### src/rtl/alu_seq_if.sv
// alu_seq_if: request/result bundle for the sequential ALU.
//   start/aluop/a/b : request, driven by the master and sampled by the ALU in IDLE
//   busy            : high while a multi-cycle multiply is iterating
//   done            : one-cycle pulse, r/V/cout newly updated
//   r/V/cout        : result and flags, held until the next done
// Modports: master (requester side), slave (ALU side).
interface alu_seq_if #(
    parameter int WIDTH = 32
);
    logic             start;
    logic [2:0]       aluop;
    logic [WIDTH-1:0] a;
    logic [WIDTH-1:0] b;
    logic             busy;
    logic             done;
    logic [WIDTH-1:0] r;
    logic             V;
    logic             cout;

    modport master (
        output start, aluop, a, b,
        input  busy, done, r, V, cout
    );

    modport slave (
        input  start, aluop, a, b,
        output busy, done, r, V, cout
    );
endinterface

### src/rtl/alu_seq.sv
// alu_seq: registered ALU with a start/done handshake, execute unit of the
// multi-cycle MIPS datapath.
//   clk  : rising-edge clock
//   rst  : asynchronous active-high reset
//   bus  : alu_seq_if slave modport (start/aluop/a/b in; busy/done/r/V/cout out)
// Single-cycle ops (AND, OR, ADD, SUB, SLT, SLL, SRL) finish at the start edge.
// MUL is an unsigned shift-add multiply taking WIDTH further edges; busy is high
// meanwhile and any start seen during that time is dropped.
module alu_seq #(
    parameter  int WIDTH = 32,
    localparam int SW    = $clog2(WIDTH)
) (
    input logic       clk,
    input logic       rst,
    alu_seq_if.slave  bus
);

    localparam logic [2:0] OP_AND = 3'b000;
    localparam logic [2:0] OP_OR  = 3'b001;
    localparam logic [2:0] OP_ADD = 3'b010;
    localparam logic [2:0] OP_MUL = 3'b011;
    localparam logic [2:0] OP_SLL = 3'b100;
    localparam logic [2:0] OP_SRL = 3'b101;
    localparam logic [2:0] OP_SUB = 3'b110;
    localparam logic [2:0] OP_SLT = 3'b111;

    typedef enum logic [0:0] {
        IDLE = 1'b0,
        MUL  = 1'b1
    } state_t;

    // Single-cycle result, packed as {V, cout, r}. MUL never reaches here.
    function automatic logic [WIDTH+1:0] alu_eval(
        input logic [2:0]       op,
        input logic [WIDTH-1:0] x,
        input logic [WIDTH-1:0] y
    );
        logic [WIDTH:0] sum_v;
        logic [WIDTH:0] diff_v;
        logic           v_add;
        logic           v_sub;
        logic [WIDTH+1:0] res;
        sum_v  = {1'b0, x} + {1'b0, y};
        diff_v = {1'b0, x} + {1'b0, ~y} + {{WIDTH{1'b0}}, 1'b1};
        v_add  = (x[WIDTH-1] == y[WIDTH-1]) && (sum_v[WIDTH-1] != x[WIDTH-1]);
        v_sub  = (x[WIDTH-1] != y[WIDTH-1]) && (diff_v[WIDTH-1] != x[WIDTH-1]);
        case (op)
            OP_AND:  res = {2'b00, x & y};
            OP_OR:   res = {2'b00, x | y};
            OP_ADD:  res = {v_add, sum_v};
            OP_SUB:  res = {v_sub, diff_v};
            // Sign of the difference corrected by overflow gives the true signed compare.
            OP_SLT:  res = {2'b00, {(WIDTH-1){1'b0}}, diff_v[WIDTH-1] ^ v_sub};
            OP_SLL:  res = {2'b00, x << y[SW-1:0]};
            OP_SRL:  res = {2'b00, x >> y[SW-1:0]};
            default: res = {(WIDTH+2){1'b0}};
        endcase
        return res;
    endfunction

    state_t             state_r,  state_s;
    logic [2*WIDTH-1:0] mcand_r,  mcand_s;
    logic [WIDTH-1:0]   mplier_r, mplier_s;
    logic [2*WIDTH-1:0] acc_r,    acc_s;
    logic [SW-1:0]      cnt_r,    cnt_s;
    logic [WIDTH-1:0]   r_r,      r_s;
    logic               v_r,      v_s;
    logic               cout_r,   cout_s;
    logic               busy_r,   busy_s;
    logic               done_r,   done_s;
    logic [2*WIDTH-1:0] acc_step_s;
    logic [WIDTH+1:0]   eval_s;

    // Next-state and next-value logic for the FSM and datapath registers.
    always_comb begin
        state_s    = state_r;
        mcand_s    = mcand_r;
        mplier_s   = mplier_r;
        acc_s      = acc_r;
        cnt_s      = cnt_r;
        r_s        = r_r;
        v_s        = v_r;
        cout_s     = cout_r;
        busy_s     = busy_r;
        done_s     = 1'b0;
        eval_s     = alu_eval(bus.aluop, bus.a, bus.b);

        // Partial-product accumulation for the current multiply iteration.
        if (mplier_r[0]) begin
            acc_step_s = acc_r + mcand_r;
        end else begin
            acc_step_s = acc_r;
        end

        case (state_r)
            IDLE: begin
                if (bus.start) begin
                    if (bus.aluop == OP_MUL) begin
                        mcand_s  = {{WIDTH{1'b0}}, bus.a};
                        mplier_s = bus.b;
                        acc_s    = {(2*WIDTH){1'b0}};
                        cnt_s    = {SW{1'b0}};
                        busy_s   = 1'b1;
                        state_s  = MUL;
                    end else begin
                        r_s      = eval_s[WIDTH-1:0];
                        cout_s   = eval_s[WIDTH];
                        v_s      = eval_s[WIDTH+1];
                        done_s   = 1'b1;
                        state_s  = IDLE;
                    end
                end else begin
                    state_s = IDLE;
                end
            end
            MUL: begin
                acc_s    = acc_step_s;
                mcand_s  = mcand_r << 1;
                mplier_s = mplier_r >> 1;
                cnt_s    = cnt_r + {{(SW-1){1'b0}}, 1'b1};
                // Last iteration: publish the freshly accumulated product.
                if (cnt_r == SW'(WIDTH-1)) begin
                    r_s     = acc_step_s[WIDTH-1:0];
                    v_s     = |acc_step_s[2*WIDTH-1:WIDTH];
                    cout_s  = 1'b0;
                    done_s  = 1'b1;
                    busy_s  = 1'b0;
                    state_s = IDLE;
                end else begin
                    state_s = MUL;
                end
            end
            default: begin
                busy_s  = 1'b0;
                state_s = IDLE;
            end
        endcase
    end

    // State and datapath registers; reset aborts any multiply in flight.
    always_ff @(posedge clk or posedge rst) begin
        if (rst) begin
            state_r  <= IDLE;
            mcand_r  <= {(2*WIDTH){1'b0}};
            mplier_r <= {WIDTH{1'b0}};
            acc_r    <= {(2*WIDTH){1'b0}};
            cnt_r    <= {SW{1'b0}};
            r_r      <= {WIDTH{1'b0}};
            v_r      <= 1'b0;
            cout_r   <= 1'b0;
            busy_r   <= 1'b0;
            done_r   <= 1'b0;
        end else begin
            state_r  <= state_s;
            mcand_r  <= mcand_s;
            mplier_r <= mplier_s;
            acc_r    <= acc_s;
            cnt_r    <= cnt_s;
            r_r      <= r_s;
            v_r      <= v_s;
            cout_r   <= cout_s;
            busy_r   <= busy_s;
            done_r   <= done_s;
        end
    end

    assign bus.r    = r_r;
    assign bus.V    = v_r;
    assign bus.cout = cout_r;
    assign bus.busy = busy_r;
    assign bus.done = done_r;

endmodule

### src/flat_wrapper.sv
// flat-port wrapper written by rule: the top's interface ports become plain ports
module alu_seq_flat 
#(
    parameter  int WIDTH = 32,
    localparam int SW    = $clog2(WIDTH)
)
  (clk, rst, bus_start, bus_aluop, bus_a, bus_b, bus_busy, bus_done, bus_r, bus_V, bus_cout);
  alu_seq_if #(.WIDTH(WIDTH)) bus_i ();
  input logic clk;
  input logic rst;
  input wire logic [$bits(bus_i.start)-1:0] bus_start;
  input wire logic [$bits(bus_i.aluop)-1:0] bus_aluop;
  input wire logic [$bits(bus_i.a)-1:0] bus_a;
  input wire logic [$bits(bus_i.b)-1:0] bus_b;
  output wire logic [$bits(bus_i.busy)-1:0] bus_busy;
  output wire logic [$bits(bus_i.done)-1:0] bus_done;
  output wire logic [$bits(bus_i.r)-1:0] bus_r;
  output wire logic [$bits(bus_i.V)-1:0] bus_V;
  output wire logic [$bits(bus_i.cout)-1:0] bus_cout;
  assign bus_i.start = bus_start;
  assign bus_i.aluop = bus_aluop;
  assign bus_i.a = bus_a;
  assign bus_i.b = bus_b;
  assign bus_busy = bus_i.busy;
  assign bus_done = bus_i.done;
  assign bus_r = bus_i.r;
  assign bus_V = bus_i.V;
  assign bus_cout = bus_i.cout;
  alu_seq #(.WIDTH(WIDTH)) u_core (.clk(clk), .rst(rst), .bus(bus_i));
endmodule
### config.mk
export PLATFORM = sky130hd
export DESIGN_NAME = alu_seq_flat
export DESIGN_NICKNAME = d
export VERILOG_FILES = /design/src/rtl/alu_seq_if.sv /design/src/rtl/alu_seq.sv /design/src/flat_wrapper.sv
export SDC_FILE = /design/constraint.sdc
export NUM_CORES = 1
export LEC_CHECK = 0
export CAP_MARGIN = 5
export CORE_MARGIN = 8
export CORE_UTILIZATION = 47
export DETAILED_ROUTE_END_ITERATION = 8
export DONT_BUFFER_PORTS = 1
export PLACE_DENSITY = 0.69
export SLEW_MARGIN = 15
export SYNTH_ARGS = -nofsm -noshare
export SYNTH_HDL_FRONTEND = slang
export SYNTH_SLANG_ARGS = --single-unit
### constraint.sdc
create_clock -name clk -period 12.3 [get_ports clk]
set_input_delay 2.46 -clock clk [delete_from_list [all_inputs] [get_ports clk]]
set_output_delay 2.46 -clock clk [all_outputs]
set_load 0.05 [all_outputs]
==> results of run 1 <==
## worst max path at each step
stage	from	to	slack, ns	cells past startpoint
after global placement	bus_b[1]	u_core.bus.V	5.29	21
after global routing	bus_b[1]	u_core.bus.V	5.46	21
after CTS	bus_b[1]	u_core.bus.V	5.84	21
after detailed placement	bus_b[1]	u_core.bus.V	5.24	21
after floorplan	rst	u_core.acc_r[0]	4.33	1
final	bus_b[1]	u_core.bus.V	5.74	21
## sequential cells by signal, indices dropped and copies added (netlist names)
| register | cells |
|---|---|
| u_core.state_r | 1 |
| u_core.bus.cout | 1 |
| u_core.mplier_r | 32 |
| u_core.acc_r | 64 |
| u_core.bus.V | 1 |
| u_core.bus.r | 32 |
| u_core.mcand_r | 64 |
| u_core.bus.done | 1 |
| u_core.bus.busy | 1 |
| u_core.cnt_r | 5 |
## stage by stage
step                utilization [%]  std cells  hold slack (ns)  cell area, µm²  total power (µW)
CTS                           49.90       3311           0.4802           21970              4351
floorplan                         -       2835           0.4502           20890              2904
global placement              47.97       3264           0.4599           21120              3508
global route                  49.90       3311           0.5000           21970              4643
detailed placement            47.97       3264           0.4660           21120              3549
finish                        49.90       3311           0.4804           21970              4370
## critical path, cell delays in order
cell and delay, ns:
inv_1 0.26, ha_1 0.32, o21ba_2 0.21, o21bai_1 0.18, a21oi_1 0.13, o211ai_1 0.32, nand4_1 0.12, nand2_1 0.20
o21ai_0 0.21, a21oi_1 0.48, a21oi_1 0.15, o21ai_0 0.18, a31o_2 0.18, fa_1 0.43, xor2_1 0.18, nand4_1 0.10
o211a_1 0.17, o211a_1 0.19, nand4_1 0.10, nor4_1 0.30, a22oi_1 0.10
## cell usage after synthesis, types with 48 or more instances
library cell / instances
a21oi_1: 265
clkbuf_1: 151
dfrtp_1: 202
ha_1: 162
inv_1: 124
mux2i_1: 103
nand2_1: 392
nand3_1: 48
nor2_1: 293
nor3_1: 51
o21ai_0: 298
## cell families after synthesis
kind of cell	after synthesis	share of synthesized area, %
and+or+nand+nor	976	20.85
AOI/OAI and AO/OA	975	29.15
buffers and inverters	311	5.660
DFF	202	24.20
adders and majority gates	166	10.09
muxes	140	7.325
xor gates and xnor gates	65	2.725
## power breakdown
part	total (µW)	internal, µW	leakage, µW	switching (µW)
logic	2180	763	0.00657	1410
clock network	787	459	0.000410	328
registers	1410	923	0.00263	482
## layer usage
layer | wire length, µm | vias up | track usage [%]
li1 | - | 9984 | -
met1 | 33910 | 10410 | 39.18
met2 | 40780 | 940 | 55.35
met3 | 6327 | 250 | 5.406
met4 | 4970 | 0 | 16.48
met5 | 0 | - | 0
## layout make-up
type                       count  share of cell area, %
clock inverter                 7                 0.4840
multi-input combinational   2322                  66.80
inverter                     127                  2.204
sequential                   202                  23.04
timing repair buffer          21                 0.7175
clock buffer                  40                  3.388
tap                          592                  3.371
==> results.json, run 1 <==
{
  "fp.dieArea_mm2": 0.05145,
  "layout_min_cycle_time_ns": 6.560,
  "cts.path.max_buffers": 3,
  "htreeDepth": 1,
  "tns_ns": 0,
  "antenna_found_initial": 1,
  "worst_pin_slew_ns": 1.098,
  "rsz0062_at_grt": "no",
  "fmax_mhz": 152.4,
  "synth.avg_cell_area_um2": 7.369,
  "ant_nets": 0,
  "regArea_mm2": 0.005062,
  "reg2reg_depth": 12,
  "ir_worst_vdd_mv": 0.1652,
  "final_nets": 2937,
  "cp_max_fo": 99,
  "critPathKind": "input pin to register",
  "grt_pass1_wl_mm": 128.7,
  "hold_viol_final": 0,
  "holdBufCountCts": 0,
  "clk_latency_ns": 0.60,
  "worst_slack_ns": 5.740,
  "rows": 77,
  "drc": 0,
  "hold_depth": 2,
  "io_buffers": 0,
  "cts_resized": 0,
  "fp.dieW_um": 226.8,
  "drt_iter0_markers": 2288,
  "cap_violations": 0,
  "dp_slack_ns": 5.242,
  "synthesis.area_mm2": 0.02089,
  "via_count": 21580,
  "postCtsSetupRepairBufs": 0,
  "r2r_end": "u_core.bus.V",
  "synthTopCellsByArea": "dfrtp_1 24%, ha_1 9.7%, o21ai_0 7.1%",
  "layout_common_cells": "391 x nand2_1, 298 x o21ai_0, 290 x nor2_1",
  "final_common_cell": "nand2_1",
  "synth_cells": 2835,
  "min_to": "u_core.mplier_r[3]",
  "ys_seq_area_share_pct": 24.20,
  "place_congestion": 1.001,
  "clock-sinks": 202,
  "crit_required_ns": 12.74,
  "async_flop_share_pct": 100.0,
  "antenna_cells": 0,
  "grt_pass1_vias": 20660,
  "hpwl_mm": 66.46,
  "clk_pin_slew_worst_paths_ns": 0.06,
  "yosys_warnings": 0,
  "end_kind": "register",
  "worstHoldStart": "u_core.mplier_r[4]",
  "status": "completed",
  "dieHeight_um": 226.8,
  "cts_buffers": 27,
  "synth_edf_count": 0,
  "cts_root_buf": "clkbuf_16",
  "slew_viol_final": 0,
  "fillers": 4522,
  "hold_path_class": "register to register",
  "wl_per_cell_um": 25.97,
  "io-pin-count": 106,
  "synth.distinct_cells": 91,
  "ys.flop_type": "dfrtp_1",
  "cts_tree": "built",
  "drive_above_1_share_pct": 5.223,
  "track_usage_pct": 32.49,
  "cellPowerDensity_mw_per_mm2": 198.9,
  "core-area_mm2": 0.04403,
  "critPathLaunchType": "input pin",
  "grt_max_degree": 106,
  "viasPerCell": 6.518,
  "fin_crit_sh_pct": 53.33,
  "leakage_uw": 0.009609,
  "ys_ff_latch": 202,
  "start_util_pct": 47.45,
  "yosysTopAreaCellShare_pct": 24.20,
  "reg2reg_slack_ns": 7.38,
  "slew_headroom_pct": 26.15,
  "synth_area_leader_cell": "dfrtp_1",
  "clock_skew_ns": 0.01492,
  "reg2reg_from": "u_core.mcand_r[25]",
  "syn_to_final_growth_pct": 5.174,
  "cp.arrival_ns": 7.00,
  "setup_viol": 0,
  "overflow": 0,
  "finalWirelength_mm": 85.99,
  "drt-pass1-iter-count": 5,
  "multiInputGateArea_mm2": 0.01468,
  "synthesis.nets": 3071
}
No activity file was read; power rests on OpenSTA's default activity.
==> run 2: changes to the inputs <==
- PLACE_DENSITY: 0.69 -> 0.71
- clock period: 12.3 -> 5.5 ns (I/O delays scaled with it)
==> run 2 against run 1 <==
Sequential power grew 120%. Setup slack lost 5.1 ns. Clock power grew 140%. Sequential cell count is the same. Via count grew 0.88%. Critical path depth shrank 1. Count of clock-buffer cells in the layout shrank 7. Cell area grew 0.92%. Utilization grew 0.46 points. Total power grew 130%. Largest cell class unchanged. Largest power group unchanged.
==> results.json, run 2 (same netlist as run 1, synthesis figures left out) <==
{
  "critPathLaunchType": "input pin",
  "cts_resized": 0,
  "endpoint": "u_core.bus.V",
  "drc": 0,
  "cap_violations": 0,
  "fin_crit_sh_pct": 88.37,
  "reg_top3": "u_core.acc_r (64), u_core.mcand_r (64)",
  "antenna_found_initial": 0,
  "io-pin-count": 106,
  "tns_ns": 0,
  "crit_required_ns": 5.92,
  "ant_nets": 0,
  "r2r_end": "u_core.bus.V",
  "reg2reg_depth": 14,
  "leakage_uw": 0.009716,
  "drt-pass1-iter-count": 8,
  "viasPerCell": 6.546,
  "stdcell_area_mm2": 0.02218,
  "cp_max_fo": 4,
  "via_count": 21770,
  "status": "completed",
  "cts_root_buf": "clkbuf_16",
  "clk_latency_ns": 0.57,
  "rows": 77,
  "postCtsSetupRepairBufs": 0,
  "start_util_pct": 47.45,
  "antenna_cells": 0,
  "end_kind": "register",
  "placed_area_mm2": 0.02125,
  "fp.dieW_um": 226.8,
  "layout_common_cells": "391 x nand2_1, 298 x o21ai_0, 291 x nor2_1",
  "layout_min_cycle_time_ns": 4.860,
  "fillers": 4391,
  "reg2reg_slack_ns": 1.03,
  "setup_viol": 0,
  "syn_to_final_growth_pct": 6.145,
  "grt_max_degree": 158,
  "startpoint": "bus_b[14]",
  "ir_worst_vdd_mv": 0.2625,
  "grt_pass1_wl_mm": 127.2,
  "core-area_mm2": 0.04403,
  "wl_per_cell_um": 25.42,
  "hpwl_mm": 64.65,
  "htreeDepth": 1,
  "drive_above_1_share_pct": 5.925,
  "track_usage_pct": 32.10,
  "final_common_cell": "nand2_1",
  "place_congestion": 0.9957,
  "clk_pin_slew_worst_paths_ns": 0.06,
  "overflow": 0,
  "cts_buffers": 26,
  "finalWirelength_mm": 84.55,
  "drt_iter0_markers": 2410,
  "hold_path_class": "register to register",
  "worst_pin_slew_ns": 1.215,
  "fmax_mhz": 205.8,
  "cp.arrival_ns": 5.28,
  "cellPowerDensity_mw_per_mm2": 445.6,
  "hold_viol_final": 0,
  "reg2reg_from": "u_core.mcand_r[0]",
  "slew_viol_final": 0,
  "dieHeight_um": 226.8,
  "cts.path.max_buffers": 3,
  "cts_tree": "built",
  "final_nets": 2950,
  "holdBufCountCts": 0,
  "clock_skew_ns": 0.01156,
  "fp.dieArea_mm2": 0.05145,
  "rsz0062_at_grt": "no",
  "clock-sinks": 202,
  "io_buffers": 0,
  "slew_headroom_pct": 18.27,
  "critPathKind": "input pin to register",
  "grt_pass1_vias": 20660
}
-- run 2: cell types whose count changed in the layout (fill, tap and decap cells not counted), sizes merged --
cell,change
clkinv,+2
buf,+14
clkbuf,-7
clkinvlp,+3
bufinv,+3
-- run 2: power by group --
| group | internal, µW | leakage, µW | switching (µW) |
|---|---|---|---|
| clock | 1140 | 0.000445 | 738 |
| sequential | 2060 | 0.00263 | 1050 |
| combinational | 1720 | 0.00664 | 3160 |
-- run 2: per-stage QoR --
step / cells / setup slack [ns] / util (%) / power (µW) / hold slack (ns)
5_1_grt: 3326 / 0.3811 / 50.37 / 10500 / 0.4951
6_report: 3326 / 0.6398 / 50.37 / 9882 / 0.4727
4_1_cts: 3326 / 0.8190 / 50.37 / 9824 / 0.4742
3_5_place_dp: 3278 / 0.2482 / 48.25 / 7916 / 0.4632
2_1_floorplan: 2835 / 0.3021 / - / 6494 / 0.4502
3_3_place_gp: 3278 / 0.2546 / 48.25 / 7814 / 0.4592
-- run 2: area by class of cell --
cell class                 count  area [µm²]  area share, %
clock buffer                  33       696.9          3.143
multi-input combinational   2322       14670          66.17
inverter                     127       480.5          2.167
clock inverter                15       232.7          1.049
timing repair buffer          35       287.8          1.298
sequential                   202        5062          22.83
tap                          592       740.7          3.340
-- run 2: worst min path at each step --
stage	start	slack (ns)	end	cells past startpoint
after floorplan	u_core.mplier_r[1]	0.45	u_core.mplier_r[0]	2
after CTS	u_core.mplier_r[1]	0.47	u_core.mplier_r[0]	2
final	u_core.mplier_r[1]	0.47	u_core.mplier_r[0]	2
after global placement	u_core.mplier_r[31]	0.46	u_core.mplier_r[30]	2
after detailed placement	u_core.mplier_r[1]	0.46	u_core.mplier_r[0]	2
after global routing	u_core.mplier_r[1]	0.50	u_core.mplier_r[0]	2
-- run 2: per-layer routing --
layer / wire (µm) / vias up / share of wire (%) / GRT usage (%)
li1: - / 10000 / - / -
met1: 33050 / 10490 / 39 / 39.00
met2: 40180 / 1054 / 48 / 54.87
met3: 6805 / 230 / 8.0 / 5.885
met4: 4509 / 0 / 5.3 / 14.27
met5: 0 / - / 0 / 0
-- run 2: worst max-delay path, stage by stage --
cell     delay (ns)
inv_1          0.05
ha_1           0.34
nor3_1         0.36
nand2_1        0.21
nor2_1         0.21
nand4_1        0.13
nand2_1        0.24
o21ai_0        0.20
a21oi_1        0.37
a21oi_1        0.12
o21ai_0        0.19
a31o_2         0.19
fa_1           0.43
xor2_1         0.18
nand4_1        0.09
o211a_1        0.15
o211a_1        0.19
nand4_1        0.09
nor4_1         0.31
a22oi_1        0.10
==> run 3: changes to the inputs <==
- ABC_CLOCK_PERIOD_IN_PS: unset -> 5500
==> results of run 3 <==
The final DEF is identical to that of run 2; final timing and power are the same.
